$ cat src/rtl/compare_timer_multi.sv
`default_nettype none
// ============================================================================
//  Module      : compare_timer_multi
//  Description : Free-running counter with a programmable wrap period. It is
//                compared every cycle against CHANNELS independently
//                programmable thresholds. Each channel has one of four modes:
//                LE level, GT level, toggle-on-match, or disabled.
//  Ports       : clock        rising-edge clock
//                reset        asynchronous active-high reset
//                enable       counter advance / match qualify
//                clear        synchronous counter and toggle-state clear
//                period       terminal count (counter wraps after reaching it)
//                wr_en        channel configuration write strobe
//                wr_ch        channel to write (values >= CHANNELS ignored)
//                wr_cmp       threshold to load
//                wr_mode      mode to load: 00 LE, 01 GT, 10 TOG, 11 DIS
//                count        registered counter value
//                wrap         one-cycle pulse on period wrap
//                match_pulse  per-channel one-cycle equality strobe
//                level        per-channel registered compare/toggle output
//  Revision    : 1.0  initial release
// ============================================================================
module compare_timer_multi #(
    parameter int WIDTH    = 32,
    parameter int CHANNELS = 4,
    parameter int CH_BITS  = 2
) (
    input  logic                clock,
    input  logic                reset,
    input  logic                enable,
    input  logic                clear,
    input  logic [WIDTH-1:0]    period,
    input  logic                wr_en,
    input  logic [CH_BITS-1:0]  wr_ch,
    input  logic [WIDTH-1:0]    wr_cmp,
    input  logic [1:0]          wr_mode,
    output logic [WIDTH-1:0]    count,
    output logic                wrap,
    output logic [CHANNELS-1:0] match_pulse,
    output logic [CHANNELS-1:0] level
);

    localparam logic [1:0] MODE_LE  = 2'b00;
    localparam logic [1:0] MODE_GT  = 2'b01;
    localparam logic [1:0] MODE_TOG = 2'b10;
    localparam logic [1:0] MODE_DIS = 2'b11;

    // ------------------------------------------------------------------
    // Counter. A live compare against period; if period drops below the
    // current count, the counter simply runs on and overflows to zero
    // without a wrap pulse.
    // ------------------------------------------------------------------
    always_ff @(posedge clock or posedge reset) begin
        if (reset) begin
            count <= '0;
            wrap  <= 1'b0;
        end else if (clear) begin
            count <= '0;
            wrap  <= 1'b0;
        end else if (enable && (count == period)) begin
            count <= '0;
            wrap  <= 1'b1;
        end else if (enable) begin
            count <= count + 1'b1;
            wrap  <= 1'b0;
        end else begin
            wrap  <= 1'b0;
        end
    end

    // ------------------------------------------------------------------
    // Channels. Evaluation uses the pre-update count, so outputs trail
    // count by one cycle. Selecting a channel index only matches indices
    // below CHANNELS, so out-of-range writes fall through untouched.
    // ------------------------------------------------------------------
    generate
        for (genvar i = 0; i < CHANNELS; i++) begin : g_ch
            logic [WIDTH-1:0] cmp;
            logic [1:0]       mode;
            logic             lvl;
            logic             pls;
            logic             sel;
            logic             match;

            assign sel   = wr_en && (wr_ch == CH_BITS'(i));
            assign match = enable && !clear && (count == cmp) && (mode != MODE_DIS);

            always_ff @(posedge clock or posedge reset) begin
                if (reset) begin
                    cmp  <= '0;
                    mode <= MODE_DIS;
                    lvl  <= 1'b0;
                    pls  <= 1'b0;
                end else if (sel) begin
                    // A write resets the channel outputs; any coincident
                    // match against the old settings is dropped.
                    cmp  <= wr_cmp;
                    mode <= wr_mode;
                    lvl  <= 1'b0;
                    pls  <= 1'b0;
                end else begin
                    pls <= match;
                    case (mode)
                        MODE_LE:  lvl <= (count <= cmp);
                        MODE_GT:  lvl <= (count > cmp);
                        MODE_TOG: lvl <= clear ? 1'b0 : (lvl ^ match);
                        default:  lvl <= 1'b0;
                    endcase
                end
            end

            assign level[i]       = lvl;
            assign match_pulse[i] = pls;
        end
    endgenerate

endmodule
`default_nettype wire

$ cat config.mk
export PLATFORM = sky130hd
export DESIGN_NAME = compare_timer_multi
export DESIGN_NICKNAME = d
export VERILOG_FILES = /design/src/rtl/compare_timer_multi.sv
export SDC_FILE = /design/constraint.sdc
export NUM_CORES = 1
export LEC_CHECK = 0
export ABC_AREA = 1
export CAP_MARGIN = 20
export CELL_PAD_IN_SITES_DETAIL_PLACEMENT = 1
export CELL_PAD_IN_SITES_GLOBAL_PLACEMENT = 2
export CORE_UTILIZATION = 28
export DETAILED_ROUTE_END_ITERATION = 8
export PLACE_DENSITY_LB_ADDON = 0.1
export SYNTH_ARGS = -nofsm -noshare
export SYNTH_HDL_FRONTEND = slang
export SYNTH_SLANG_ARGS = --single-unit
$ cat constraint.sdc
create_clock -name clock -period 6.15 [get_ports clock]
set_input_delay 1.23 -clock clock [delete_from_list [all_inputs] [get_ports clock]]
set_output_delay 1.23 -clock clock [all_outputs]
set_load 0.01 [all_outputs]
---- Word-level counts from Yosys, hierarchy flattened ----
Cells that the tools add are included.
operators by class
  add/subtract/negate cells ............... 1
  order comparisons ....................... 8
  eq/ne operators ......................... 20
  muxes and demuxes ....................... 21
  bitwise operators ....................... 4
  reductions and logical operators ........ 21
operator list
  cell                                                             number
  32-bit == test                                                   5
  32-bit greater-than comparator                                   4
  32-bit <= comparator                                             4
  32-bit two-way mux                                               3
  32-bit by 1-bit adder with 32-bit output, second input constant  1
  1-bit logical AND                                                14
  1-bit two-way mux                                                14
  2-bit == test, second input constant                             6
  1-bit one-hot mux with 3 select lines                            4
  2-bit by 1-bit == test with 1-bit output, second input constant  5
  2-bit logical NOT                                                5
  2-bit != test, second input constant                             4
  1-bit XOR                                                        4
  3-bit nonzero test                                               1
  1-bit logical NOT                                                1
word-level totals
  register bits after elaboration ......... 177
  input bits .............................. 73
  output and inout port bits .............. 41
  logic and storage cells ................. 93

---- Depth between registers and ports, before layout ----
  depth after elaboration ................. 8
  depth in mapped cells ................... 17

---- Least setup slack after synthesis ----
OpenSTA, ideal clock, no wires.
  path kind ............................... input -> register
  from .................................... input period[23]
  to ...................................... register count[10]
  library setup time ...................... 133 ps
  arrival ................................. 2134 ps
  required time ........................... 6017 ps
  setup slack ............................. 3883 ps
  stages on the path ...................... 9
  path buffers ............................ 1
  cells stage by stage .................... xnor2_1 nand2_1 nor2_1 nand2_1 nor2_1 nand2_1 nand2_2 buf_4 o22ai_1
between the ends
  cells in the longest elaborated chain, start to end .. 4
ends and longest elaborated chain
  element               line  RTL
  from (decl)           32    input logic [WIDTH-1:0] period,
  32-bit == test *      60    end else if (enable && (count == period)) begin
  1-bit logical AND *   60
  32-bit two-way mux    60
  32-bit two-way mux    57    end else if (clear) begin
  to (signal assigned)  64    count <= count + 1'b1;
  to (decl)             37    output logic [WIDTH-1:0] count,
Every way passes the cells marked *; elsewhere a longest branch is shown, timed or not.
A chain may end at the register's enable or synchronous reset.

---- Final worst setup path ----
  from .................................... register count[11]
  to ...................................... output count[11]
No word-level cell between the ends.

==> summary.md <==
| Metric | Value |
|---|---|
| Detailed Place HPWL | 25.9 mm |
| Top_reg_cell synth | dfrtp_1 |
| GR Overflow Total | 0 |
| CTS root buffer | clkbuf_16 |
| Seq/Total Area, Yosys | 39.3% |
| Critical Path Start Type | flip-flop |
| Setup crit end kind | output pin |
| CTS buffer count | 17 |
| YS warnings | 0 |
| Synth Register Bits | 177 |
| Yosys cell types | 36 |
| Die Wd | 203 microns |
| Die area | 41100 sq um |
| Tot GR Track Use | 17.7% |
| Final setup viols | 0 |
| Fin Hold WS | 485 ps |
| Rows | 73 |
| Area growth, synth to finish | 20.7% |
| Slowest cell delay on critical path | 770 ps |
| Drc violations | 0 |
| H-tree Lvls | 4 |
| Slew Limit Headroom | 37.0% |
| P per Cell Area | 242 nW/um^2 |
| Num ports | 114 |
| Leak | 6.69 nW |
| Crit-path max FO | 11 |
| Largest net degree at the start of global routing | 92 |
| Clk_lat worst skew | 440 ps |
| Antenna Nets Post-Route | 0 |
| Die height | 203 microns |
| Final TNS setup | 0 ps |
| Async SR Flop Fraction | 100% |
| Type of the tightest min-delay check | reg -> reg |
| Area share of the largest cell type after synthesis | 37.5% |
| Total wire length | 34.6 mm |
| Synth area leaders | dfrtp_1 (37%), ha_1 (14%), nand2_1 (13%) |
| Max Cap Viol | 0 |
| Global-route wire length before repair | 55.8 mm |
| DR vias/cell | 4.54 |
| Initial antenna violation count | 0 |
| Crit path buf inv count | 1 |
| Pre-Repair DR Iteration Count | 4 |
| Syn_area_per_cell | 7.65 sq um |
| Status | finished clean |
| Post-CTS setup buffer count | 0 |
| Nets | 1775 |
| Via count | 9576 |
| Routability cong. | 0.765 |
| Syn Inst Count | 1476 |
| Post_cts resized | 0 |
| Synth Net Count | 1678 |
| Minimum clock period | 3110 ps |
| Cell area after synthesis | 11300 sq um |
| Critical path type | reg -> out |
| Crit-path cells | clkdlybuf4s50_1 |
| CORE AREA | 39700 sq um |
| Wirelength per Cell | 16.4 microns |
| Post-synth top area cell | dfrtp_1 |
| Max Buffers Root-to-Sink | 2 |
| Fmax | 0.322 GHz |
| Worst endpoint required time | 4920 ps |
| Layout Skew | 9.69 ps |
| Final Hold Fails | 0 |
| Synth cell count leaders | nand2_1 (394), inv_1 (226), dfrtp_1 (169) |
| Port Buf Inserts | 113 |
| Post-synth EDFFs | 0 |
| Final Slew Violations | 0 |
| Unrepaired setup endpoints after global routing | false |
| Drt first-iter violations | 360 |
| # diodes | 0 |
| Sink Count | 177 |
| Clock transition at path regs | 70 ps |
| Top-count cell post-synth | nand2_1 |
| Hold Buf Count CTS | 0 |
| Layout cells sized above 1 | 4.73% |
| Final Cycle Share | 50.5% |
| CP arrival | 1880 ps |
| Worst vdd ir | 0.000187 V |
| Worst slew pin tran | 946 ps |
| CTS tree | done |
| Number of global-route vias before repair | 10095 |
| Delay-heaviest family, CP | flip-flops |
| Effective utilization at floorplan | 28.4% |
| Slowest stage cell, crit path | dfrtp_1 |
worst paths after layout:
path                              endpoint       startpoint  cells after the start  slack (ps)
max                              count[11]        count[11]                      1        3040
min                        g_ch[2].cmp[16]  g_ch[2].cmp[16]                      2         480
max reg2reg                      count[14]        count[11]                     10        3590
min reg2reg                g_ch[2].cmp[16]  g_ch[2].cmp[16]                      2         480
max in group asynchronous  g_ch[1].mode[1]            reset                      3        3770
min in group asynchronous  g_ch[2].cmp[11]            reset                      2        1350
where the power goes:
part           switching [mW]  total, mW  internal (mW)
Clock                   0.483       1.24          0.755
Combinational           0.379      0.639          0.260
Sequential             0.0938       1.42           1.32
per-stage QoR:
step           setup WS (ps)  power (mW)  instances  cell area [sq um]  utilization (%)
2_1_floorplan            131        1.85       1476              11300                -
3_3_place_gp            2600        2.08       2079              13000             32.7
3_5_place_dp            2550        2.10       2079              13000             32.7
4_1_cts                 3010        3.37       2111              13600             34.3
5_1_grt                 2850        3.52       2111              13600             34.3
6_report                3040        3.30       2111              13600             34.3
logic make-up (layout without fill, tap and decap cells):
kind of cell | after synthesis | after routing | share of synthesized area (%)
compound gates | 267 | 267 | 12.4
xor+xnor | 41 | 41 | 3.18
fa+ha+maj | 129 | 129 | 14.3
buf+inv | 284 | 394 | 9.84
flops | 177 | 177 | 39.3
simple gates | 578 | 578 | 21.0
worst reg2reg max path, cell delays in order (launching register included):
cell     delay (ps)
dfrtp_1         770
xnor2_1         190
nand2_1          70
nor2_1          100
nand2_1         130
nor2_2          220
nand2_1         360
nand2_2         400
nor2_1           80
nand2_1          60
o21ai_1          50
routing by layer:
metal | vias up | global-route usage [%] | wire length (microns)
met5 | - | 0 | 0
met4 | 0 | 4.43 | 428
met3 | 22 | 2.38 | 820
met2 | 106 | 28.6 | 15800
met1 | 4543 | 24.7 | 17600
li1 | 4905 | - | -
flip-flops by register name, indices dropped and copies added, names as in the netlist:
signal	flops
g_ch.cmp	128
count	32
g_ch.mode	8
g_ch.lvl	4
g_ch.pls	4
wrap	1
cell usage in the layout (no fill, tap or decap), types with 5 or more instances in the layout:
cell type / Yosys / final
a21oi_1: 70 / 70
nor3_1: 17 / 17
o21ai_1: 15 / 15
a21o_1: 5 / 5
dfrtp_1: 169 / 169
o21ai_0: 152 / 152
ha_1: 129 / 129
dfstp_2: 8 / 8
bufinv_16: 0 / 5
nand3_1: 38 / 36
inv_1: 226 / 225
nor2_1: 97 / 96
nand4_1: 15 / 15
nand3_2: 4 / 6
inv_2: 10 / 10
clkbuf_16: 0 / 17
xnor2_1: 30 / 30
clkdlybuf4s50_1: 0 / 113
o22ai_1: 13 / 13
o21a_1: 5 / 5
nand2_1: 394 / 393
xor2_1: 11 / 11
buf_4: 10 / 8
final cells by class:
class                      count  area [sq um]
timing repair buffer         122          1210
sequential                   177          4440
clock inverter                 9           179
clock buffer                  23           478
multi-input combinational   1015          5760
tap                          525           657
inverter                     240           906
fill                        4805         26100
No activity file was read; power rests on OpenSTA's default activity.
